**config.mk**
```make
export PLATFORM = sky130hd
export DESIGN_NAME = alu_share_ctrl
export DESIGN_NICKNAME = d
export VERILOG_FILES = /design/src/rtl/alu_pkg.sv /design/src/rtl/rr_arb2.sv /design/src/rtl/alu_share_ctrl.sv
export SDC_FILE = /design/constraint.sdc
export NUM_CORES = 1
export LEC_CHECK = 0
export ABC_CLOCK_PERIOD_IN_PS = 1800
export CORE_MARGIN = 2
export CORE_UTILIZATION = 38
export DETAILED_ROUTE_END_ITERATION = 10
export PLACE_DENSITY = 0.92
export SLEW_MARGIN = 40
export SYNTH_ARGS = -nofsm -noshare
export SYNTH_HDL_FRONTEND = slang
export SYNTH_SLANG_ARGS = --single-unit
```
**constraint.sdc**
```tcl
create_clock -name clk -period 1.8 [get_ports clk]
set_input_delay 0.54 -clock clk [delete_from_list [all_inputs] [get_ports clk]]
set_output_delay 0.54 -clock clk [all_outputs]
set_load 0.02 [all_outputs]
```
**src/rtl/alu_pkg.sv**
```systemverilog
// alu_pkg: shared definitions for the shared-ALU controller.
//   ALU_W            operand/result width of the shared ALU
//   ALU_FW           function-select width of the shared ALU
//   alu_ctrl_state_t controller FSM states
package alu_pkg;

    localparam int ALU_W  = 16;
    localparam int ALU_FW = 3;

    typedef enum logic [1:0] {
        IDLE = 2'd0,
        EXEC = 2'd1,
        RESP = 2'd2
    } alu_ctrl_state_t;

endpackage

```
**src/rtl/rr_arb2.sv**
```systemverilog
// rr_arb2: combinational two-input round-robin grant.
//   req[1:0]  in   request lines
//   last      in   index granted most recently (held by the parent)
//   gnt[1:0]  out  one-hot grant, all-zero when nothing requests
//   idx       out  index of the granted requester (0 when none)
module rr_arb2 (
    input  logic [1:0] req,
    input  logic       last,
    output logic [1:0] gnt,
    output logic       idx
);

    always_comb begin
        gnt = 2'b00;
        idx = 1'b0;
        case (req)
            2'b01: begin
                gnt = 2'b01;
                idx = 1'b0;
            end
            2'b10: begin
                gnt = 2'b10;
                idx = 1'b1;
            end
            2'b11: begin
                // On a tie the requester that did not win last time goes next.
                idx = ~last;
                gnt = last ? 2'b01 : 2'b10;
            end
            default: begin
                gnt = 2'b00;
                idx = 1'b0;
            end
        endcase
    end

endmodule

```
**src/rtl/alu_share_ctrl.sv**
```systemverilog
// alu_share_ctrl: sequencer and round-robin arbiter in front of a shared ALU.
// Two requesters hand in (a, b, f) operations; one is granted at a time,
// its operands are registered onto the ALU inputs, the ALU result is
// captured one cycle later and returned on the granted response channel.
//
// Handshake rule for every channel: a transfer happens on a rising edge
// where valid and ready are both high; valid and payload must be held
// until that edge, and ready on a response channel is ignored while the
// matching valid is low.
//
// Ports:
//   clk, rst                     clock, synchronous active-high reset
//   req0_* / req1_*              operation request channels (valid/ready, a, b, f)
//   rsp0_* / rsp1_*              response channels (valid/ready)
//   rsp_y, rsp_c                 result and carry, shared by both responses
//   alu_a, alu_b, alu_f          drive the external ALU (registered)
//   alu_y, alu_c_out             external ALU result and carry
module alu_share_ctrl
    import alu_pkg::*;
#(
    parameter int WIDTH = ALU_W,
    parameter int FW    = ALU_FW
) (
    input  logic             clk,
    input  logic             rst,

    input  logic             req0_valid,
    output logic             req0_ready,
    input  logic [WIDTH-1:0] req0_a,
    input  logic [WIDTH-1:0] req0_b,
    input  logic [FW-1:0]    req0_f,

    input  logic             req1_valid,
    output logic             req1_ready,
    input  logic [WIDTH-1:0] req1_a,
    input  logic [WIDTH-1:0] req1_b,
    input  logic [FW-1:0]    req1_f,

    output logic             rsp0_valid,
    input  logic             rsp0_ready,
    output logic             rsp1_valid,
    input  logic             rsp1_ready,
    output logic [WIDTH-1:0] rsp_y,
    output logic             rsp_c,

    output logic [WIDTH-1:0] alu_a,
    output logic [WIDTH-1:0] alu_b,
    output logic [FW-1:0]    alu_f,
    input  logic [WIDTH-1:0] alu_y,
    input  logic             alu_c_out
);

    alu_ctrl_state_t  state;
    alu_ctrl_state_t  state_next;

    logic             last_grant;
    logic             gnt;
    logic [WIDTH-1:0] op_a;
    logic [WIDTH-1:0] op_b;
    logic [FW-1:0]    op_f;
    logic [WIDTH-1:0] res_y;
    logic             res_c;

    logic [1:0]       arb_gnt;
    logic             arb_idx;
    logic             accept;
    logic             rsp_take;

    rr_arb2 u_arb (
        .req  ({req1_valid, req0_valid}),
        .last (last_grant),
        .gnt  (arb_gnt),
        .idx  (arb_idx)
    );

    // The arbiter only grants a valid requester, so a grant in IDLE is a
    // completed handshake. Reset masks ready so nothing looks accepted on
    // an edge that reset overrides.
    assign accept     = (state == IDLE) && !rst && (arb_gnt != 2'b00);
    assign req0_ready = (state == IDLE) && !rst && arb_gnt[0];
    assign req1_ready = (state == IDLE) && !rst && arb_gnt[1];

    assign rsp0_valid = (state == RESP) && (gnt == 1'b0);
    assign rsp1_valid = (state == RESP) && (gnt == 1'b1);
    assign rsp_take   = gnt ? rsp1_ready : rsp0_ready;

    assign rsp_y = res_y;
    assign rsp_c = res_c;
    assign alu_a = op_a;
    assign alu_b = op_b;
    assign alu_f = op_f;

    always_comb begin
        state_next = state;
        case (state)
            IDLE:    if (accept)   state_next = EXEC;
            EXEC:                  state_next = RESP;
            RESP:    if (rsp_take) state_next = IDLE;
            default:               state_next = IDLE;
        endcase
    end

    always_ff @(posedge clk) begin
        if (rst) begin
            state      <= IDLE;
            last_grant <= 1'b1;  // requester 0 wins the first tie
            gnt        <= 1'b0;
            op_a       <= '0;
            op_b       <= '0;
            op_f       <= '0;
            res_y      <= '0;
            res_c      <= 1'b0;
        end else begin
            state <= state_next;
            if (accept) begin
                op_a       <= arb_idx ? req1_a : req0_a;
                op_b       <= arb_idx ? req1_b : req0_b;
                op_f       <= arb_idx ? req1_f : req0_f;
                gnt        <= arb_idx;
                last_grant <= arb_idx;
            end
            // The ALU has had the whole EXEC cycle to settle on op_*.
            if (state == EXEC) begin
                res_y <= alu_y;
                res_c <= alu_c_out;
            end
        end
    end

endmodule

```
Word-level counts from Yosys, hierarchy flattened --
Cells that the tools add are included. W data, S select, Z words.
Word-level totals: register bits 56, input bits 93, output and inout bits 56
Operators by class: equality and inequality tests 7, multiplexer cells 10, bitwise logic cells 2, reduce and logical (&&, ||, !) cells 10
Operators by type and width (count):
- $mux W16 | 2
- $pmux W2 S3 | 2
- $eq A2 B2 Y1 const B | 3
- $logic_and A1 B1 Y1 | 6
- $mux W2 | 3
- $eq A2 B1 Y1 const B | 2
- $ne A2 B2 Y1 const B | 2
- $mux W3 | 1
- $logic_not A2 Y1 | 1
- $not A1 Y1 | 2
- $pmux W1 S2 | 1
- $reduce_and A2 Y1 | 1
- $reduce_bool A2 Y1 | 1
- $logic_not A1 Y1 | 1
- $mux W1 | 1

Depth between registers and ports, before layout --
Gate-level depths: netlist (run 1).
depth in word-level cells 6, gate-level depth with buffers 5, depth with buffers taken out 4

Modules after synthesis --
Synthesis (run 1) repeated with hierarchy kept, for this count alone.
Second synthesis, totals: cells, all modules 260, area total of the unflattened synthesis 2446.1 um^2
By module, submodules not included:
- alu_share_ctrl | instances 1, cells each 256, area each 2419.8 um^2, sequential area each 1121.1 um^2
- rr_arb2 | instances 1, cells each 4, area each 26.3 um^2, sequential area each 0.0 um^2

Least setup slack after synthesis (run 1) --
OpenSTA, ideal clock, no wires.
path kind input to output, from input port rst, to output port req1_ready, arrival time 1.267 ns, required time 1.260 ns, path slack -0.007 ns, stages on the path 2, buffers on the path 0, path through or3_1 > a211oi_2
Between the ends: cells in the longest elaborated chain, start to end 3
Ends and longest elaborated chain:
- start: declaration | RTL line alu_share_ctrl.sv:25 | input logic rst,
- $logic_not A1 Y1 | RTL line alu_share_ctrl.sv:81 | assign req1_ready = (state == IDLE) && !rst && arb_gnt[1];
- $logic_and A1 B1 Y1 (2 in a row) | RTL line alu_share_ctrl.sv:81
- end: declaration | RTL line alu_share_ctrl.sv:34 | output logic req1_ready,
No other way between the ends.

Final worst setup path (run 1) --
Ends and elaborated chain as after synthesis.

==> flow_metrics.py, run 1 <==
metrics = {
    "timing": {
        "finalCritPeriodShare_pct": 106.9,
        "tns_ns": -0.1241,
        "holdWs_ns": 0.4557,
        "max_slew.worst_pin.slew_ns": 0.5605,
        "clock_skew_ns": 0.01727,
        "slew_headroom_pct": 62.64,
        "hold_viol": 0,
        "fmax_mhz": 519.9,
        "drv_slew": 0,
        "min_period_ns": 1.924,
        "setup_viol": 2,
        "worst_slack_ns": -0.1236,
        "rsz0062_at_grt": "yes",
    },
    "logic_synthesis": {
        "synthArstFlopShare_pct": 0,
        "synth_area_leaders": "dfxtp_1 (43%), mux2i_1 (28%), nand2b_1 (8.7%), nand2_1 (4.9%), buf_12 (4.7%)",
        "synthCells": 247,
        "ys_seq_elements": 56,
        "synth.net_count": 340,
        "synthFlopType": "dfxtp_1",
        "yosysTopAreaCell": "dfxtp_1",
        "synth.cell_area_um2": 2579,
        "yosys-top-cells-count": "mux2i_1 (71), dfxtp_1 (56), nand2b_1 (36), nand2_1 (34), a21oi_1 (18)",
        "synth_warnings": 0,
        "synth_cell_type_count": 23,
        "yosys.cell_count.top_type": "mux2i_1",
        "seq_area_frac_synth_pct": 43.47,
        "synth_edf_count": 0,
        "synth_top_cell_area_share_pct": 43.47,
        "syn_area_per_cell_um2": 10.44,
    },
    "placed_design": {
        "gp_congestion": 0.7536,
        "portBuffers": 148,
        "dp.final_hpwl_um": 5006,
    },
    "outcome": {
        "outcome": "finished with violations",
        "violations": "setup timing",
    },
    "floorplan": {
        "initial_core_util_pct": 38.60,
        "ios": 149,
        "die_y_um": 86.38,
        "core_area_um2": 6681,
        "dieArea_um2": 7461,
        "placementRows": 30,
        "die_width_um": 86.38,
    },
    "min_path": {
        "hp-start": "rsp_y[5]$_SDFFE_PP0N_",
        "hold_path_depth": 2,
        "hold_end": "rsp_y[5]$_SDFFE_PP0N_",
        "hold_path_class": "register to register",
    },
    "routing": {
        "routedWlPerCell_um": 13.45,
        "num_vias": 2265,
        "drtIter0Drc": 40,
        "firstDrtPassIters": 4,
        "drc": 0,
        "finalWirelength_um": 6512,
        "antenna_left": 0,
        "avgViaCountPerCell": 4.680,
    },
    "setup_path": {
        "crit_type": "input pin to output pin",
        "worstPathMaxFanout": 2,
        "worstSetupStartpointType": "input pin",
        "cp-end-kind": "output pin",
        "r2r_cells": 7,
        "r2r_end": "alu_b[4]$_SDFFE_PP0P_",
        "cp-startpoint": "rst",
        "cp.required_ns": 1.26,
        "r2r_start": "state[1]$_SDFFE_PP0P_",
        "rrSetupSlack_ns": 0.18,
        "cp_data_arrival_time_ns": 1.38,
    },
    "clocking": {
        "clk_latency_ns": 0.31,
        "root_buffer": "clkbuf_8",
        "htree_levels": 2,
        "tritoncts": "yes",
        "clk_path_buf_depth": 2,
        "cts_buffers": 5,
        "clk_pin_slew_ns": 0.11,
        "clock_sinks": 56,
    },
    "global_routing": {
        "track_usage_pct": 16.77,
        "first_global_vias": 2246,
        "grt_max_degree": 56,
        "overflow": 0,
        "antenna_found_initial": 0,
        "grt_pass1_wl_um": 10150,
    },
    "power": {
        "p_leak_uw": 0.001879,
        "cellPowerDensity_nw_per_um2": 765.8,
        "ir_worst_vdd_mv": 0.5039,
        "p_int_uw": 2296,
        "swShare_pct": 28.79,
        "combPwrFrac_pct": 29.6,
        "pwr-share-seq_pct": 44.6,
        "pwr-share-clk_pct": 25.8,
        "switchingPower_uw": 928.6,
        "power_uw": 3225,
    },
    "finish": {
        "layout-drive-gt1-share_pct": 10.15,
        "area_growth_pct": 63.32,
        "antenna_cells": 0,
        "layout.nets": 496,
    },
    "run": {
        "max-cap-violations": 0,
    },
}
==> layout by cell type (no fill, tap or decap), types with 2 or more instances in the layout <==
| cell | count |
|---|---|
| buf_4 | 17 |
| dlygate4sd2_1 | 50 |
| nor3b_1 | 2 |
| dlymetal6s2s_1 | 4 |
| a21oi_1 | 18 |
| mux2i_1 | 71 |
| clkbuf_8 | 5 |
| nand2b_1 | 36 |
| inv_6 | 2 |
| dfxtp_1 | 54 |
| nand2_1 | 34 |
| clkdlybuf4s50_1 | 89 |
| buf_6 | 3 |
| dfxtp_2 | 2 |
==> worst max-delay path, stage by stage <==
cell	delay, ns
clkbuf_2	0.10
or3_4	0.39
a211oi_4	0.20
buf_6	0.15
==> cells by family (layout without fill, tap and decap cells) <==
logic type	count (synthesis)	count (layout)	share of synthesized area, %
AOI/OAI and AO/OA	24	24	5.823
buffers and inverters	20	177	7.666
DFF	56	56	43.47
muxes	71	71	27.56
and+or+nand+nor	76	76	15.48
==> registers in the layout, indices dropped and copies added, names as in the netlist <==
signal,cells
alu_a,16
last_grant,1
alu_f,3
gnt,1
rsp_c,1
alu_b,16
state,2
rsp_y,16
==> worst max-delay path by stage <==
stage / endpoint / slack [ns] / cells after the start
3_3_place_gp: req1_ready / -0.65 / 3
5_1_grt: req1_ready / -0.16 / 3
6_report: req1_ready / -0.12 / 4
3_5_place_dp: req1_ready / -0.71 / 3
4_1_cts: req1_ready / -0.11 / 4
2_1_floorplan: req1_ready / 0.03 / 2
==> per-stage QoR <==
step                worst slack [ns]  utilization (%)  cell area, µm²  instances
finish                       -0.1236            63.03            4212        484
global route                 -0.1582            63.03            4212        484
CTS                          -0.1073            62.72            4190        483
detailed placement           -0.7097            61.69            4121        474
global placement             -0.6542            61.69            4121        474
floorplan                    0.03239                -            2586        247
==> per-layer routing <==
| layer | track usage (%) | up-vias | routed length (µm) | part of all wire, % |
|---|---|---|---|---|
| li1 | - | 1144 | - | - |
| met1 | 18.35 | 1024 | 2568 | 39 |
| met2 | 30.70 | 88 | 3275 | 50 |
| met3 | 6.190 | 9 | 589 | 9.0 |
| met4 | 3.835 | 0 | 79 | 1.2 |
| met5 | 0 | - | 0 | 0 |
==> timing repair <==
action | 4_1_cts | 5_1_grt
pin swaps | 2 | 1
endpoints found under the setup margin | 84 | 7
hold buffers | 0 | 0
setup buffers | 1 | 1
gates resized for setup | 77 | 6
endpoints found under the hold margin | 0 | 0
==> final cells by class <==
class	count	area [µm²]
Fill cell	573	2470
Inverter	3	16.27
Clock inverter	3	46.29
Timing Repair Buffer	166	1570
Multi-Input combinational cell	171	1286
Tap cell	80	100.1
Sequential cell	56	1124
Clock buffer	5	68.82
==> power groups by stage <==
stage / registers (µW) / logic (µW) / clock network [µW]
floorplan: 1620 / 372 / 0
global placement: 1460 / 1020 / 0
detailed placement: 1470 / 1040 / 0
CTS: 1440 / 967 / 856
global route: 1450 / 1030 / 911
finish: 1440 / 954 / 832
Power figures use the tool's default switching activity.
==> inputs of run 2 (changes only) <==
Settings changed: CORE_MARGIN 2 to unset.
==> run 2 against run 1 <==
  * The flow finishes with violations (DRC, setup timing)
  * Total power is 0.26% lower
  * Clock power is 4.1% lower
  * Clock skew is 0.0091 ns lower
  * Wire length is 1.8% lower
  * Final cell count is 0.41% lower
  * Maximum frequency is 0.68% higher
==> flow_metrics.py, run 2 (synthesized netlist as in run 1, its figures left out) <==
metrics = {
    "outcome": {
        "outcome": "finished with violations",
        "violations": "DRC, setup timing",
    },
    "clocking": {
        "clock_sinks": 56,
        "root_buffer": "clkbuf_8",
        "tritoncts": "yes",
        "cts_buffers": 5,
        "hold_buffers": 0,
        "clk_latency_ns": 0.30,
        "clk_pin_slew_ns": 0.10,
        "clk_path_buf_depth": 2,
        "htree_levels": 2,
    },
    "timing": {
        "min_period_ns": 1.910,
        "holdWs_ns": 0.4570,
        "max_slew.worst_pin.slew_ns": 0.5474,
        "worst_slack_ns": -0.1105,
        "hold_viol": 0,
        "setup_viol": 2,
        "finalCritPeriodShare_pct": 106.1,
        "slew_headroom_pct": 63.51,
        "clock_skew_ns": 0.008208,
        "drv_slew": 0,
        "fmax_mhz": 523.4,
        "rsz0062_at_grt": "yes",
    },
    "setup_path": {
        "r2r_end": "alu_b[9]$_SDFFE_PP0P_",
        "cp_slowest_cell": "or3_4",
        "crit_end": "req1_ready",
        "rrSetupSlack_ns": 0.37,
        "r2r_start": "last_grant$_SDFFE_PP1P_",
        "worstSetupStartpointType": "register",
        "cp-end-kind": "output pin",
        "crit_type": "register to output pin",
        "r2r_cells": 5,
        "cp-startpoint": "state[1]$_SDFFE_PP0P_",
        "worstPathMaxFanout": 2,
        "critPathMaxStageDelay_ns": 0.39,
        "crit_cells": 3,
        "cp_top_family": "simple AND/OR/NAND/NOR gates",
        "cp.required_ns": 1.26,
        "crit_chain": "or3_4, a211oi_4, buf_6",
        "crit_buf_inv": 1,
        "cp_data_arrival_time_ns": 1.37,
    },
    "routing": {
        "num_vias": 2281,
        "finalWirelength_um": 6398,
        "drtIter0Drc": 65,
        "firstDrtPassIters": 7,
        "drc": 20,
        "avgViaCountPerCell": 4.732,
        "antenna_left": 0,
        "routedWlPerCell_um": 13.27,
    },
    "placed_design": {
        "gp_congestion": 0.7639,
        "dp.final_hpwl_um": 4855,
        "placed_area_um2": 4148,
        "dp.cells": 471,
        "portBuffers": 148,
        "post-place-ws_ns": -0.9614,
    },
    "global_routing": {
        "grt_max_degree": 56,
        "overflow": 0,
        "track_usage_pct": 18.23,
        "grt_pass1_wl_um": 10580,
        "antenna_found_initial": 0,
        "first_global_vias": 2352,
    },
    "finish": {
        "layout-drive-gt1-share_pct": 10.62,
        "layout.nets": 497,
        "stdcell_count": 482,
        "final_area_um2": 4277,
        "layout.cells.most_common": "clkdlybuf4s50_1",
        "area_growth_pct": 65.84,
        "layout_common_cells": "clkdlybuf4s50_1 (89), mux2i_1 (71), dfxtp_1 (54), dlygate4sd2_1 (43), nand2b_1 (36)",
        "antenna_cells": 0,
    },
    "floorplan": {
        "die_y_um": 84.38,
        "placementRows": 29,
        "ios": 149,
        "core_area_um2": 6459,
        "dieArea_um2": 7119,
        "die_width_um": 84.38,
        "initial_core_util_pct": 39.93,
    },
    "power": {
        "p_leak_uw": 0.001987,
        "cellPowerDensity_nw_per_um2": 752.2,
        "ir_worst_vdd_mv": 0.5081,
    },
    "min_path": {
        "hold_path_class": "register to register",
    },
    "run": {
        "max-cap-violations": 0,
    },
}
==> run 2: cell types whose count changed in the layout (fill, tap and decap cells not counted), sizes merged <==
cell,delta
inv,-1
clkinvlp,-1
dlygate4sd2,-7
buf,+2
dlymetal6s2s,+7
clkinv,+1
==> run 2: how the worst min path moves through the flow <==
stage                                 from                      to  slack [ns]  cells after the start
floorplan                 gnt$_SDFFE_PP0P_        gnt$_SDFFE_PP0P_        0.48                      2
global placement     rsp_y[5]$_SDFFE_PP0N_   rsp_y[5]$_SDFFE_PP0N_        0.44                      2
detailed placement      rsp_c$_SDFFE_PP0N_      rsp_c$_SDFFE_PP0N_        0.45                      2
CTS                 rsp_y[15]$_SDFFE_PP0N_  rsp_y[15]$_SDFFE_PP0N_        0.46                      2
global route        rsp_y[15]$_SDFFE_PP0N_  rsp_y[15]$_SDFFE_PP0N_        0.48                      2
finish              rsp_y[15]$_SDFFE_PP0N_  rsp_y[15]$_SDFFE_PP0N_        0.46                      2
==> run 2: tightest hold or removal path, cell delays in order (launching register included) <==
cell	delay (ns)
dfxtp_1	0.32
nand2_1	0.05
a21oi_1	0.05
==> run 2: area by class of cell <==
cell class / count / area, µm²
Inverter: 3 / 16.27
Tap cell: 77 / 96.34
Clock buffer: 6 / 72.57
Timing Repair Buffer: 167 / 1637
Clock inverter: 2 / 35.03
Multi-Input combinational cell: 171 / 1296
Fill cell: 540 / 2182
Sequential cell: 56 / 1124
==> run 2: layer usage <==
metal / wire length [µm] / vias up / track usage [%] / share of wire [%]
met5: 0 / - / 0 / 0
met4: 60 / 0 / 4.622 / 0.94
met3: 541 / 7 / 5.211 / 8.5
met2: 3319 / 83 / 35.54 / 52
met1: 2477 / 1046 / 19.11 / 39
li1: - / 1145 / - / -
==> run 2: repair_timing <==
item | in CTS | in global routing
buffers inserted | 3 | 0
resized for setup | 76 | 14
hold endpoints to repair | 0 | 0
pin swaps | 3 | 0
endpoints found under the setup margin | 63 | 15
==> run 2: power by group <==
| part | switching (µW) | internal [µW] | total (µW) |
|---|---|---|---|
| Sequential | 65.8 | 1370 | 1440 |
| Clock | 385 | 413 | 798 |
| Combinational | 454 | 526 | 980 |
| Total | 905 | 2310 | 3220 |
==> run 2: through the flow <==
stage               TNS [ns]  util [%]  power, µW
CTS                  -0.1301     65.61       3268
detailed placement    -13.45     64.22       2521
finish               -0.1148     66.21       3217
floorplan                  0         -       1994
global placement      -11.64     64.22       2494
global route         -0.2439     66.21       3401
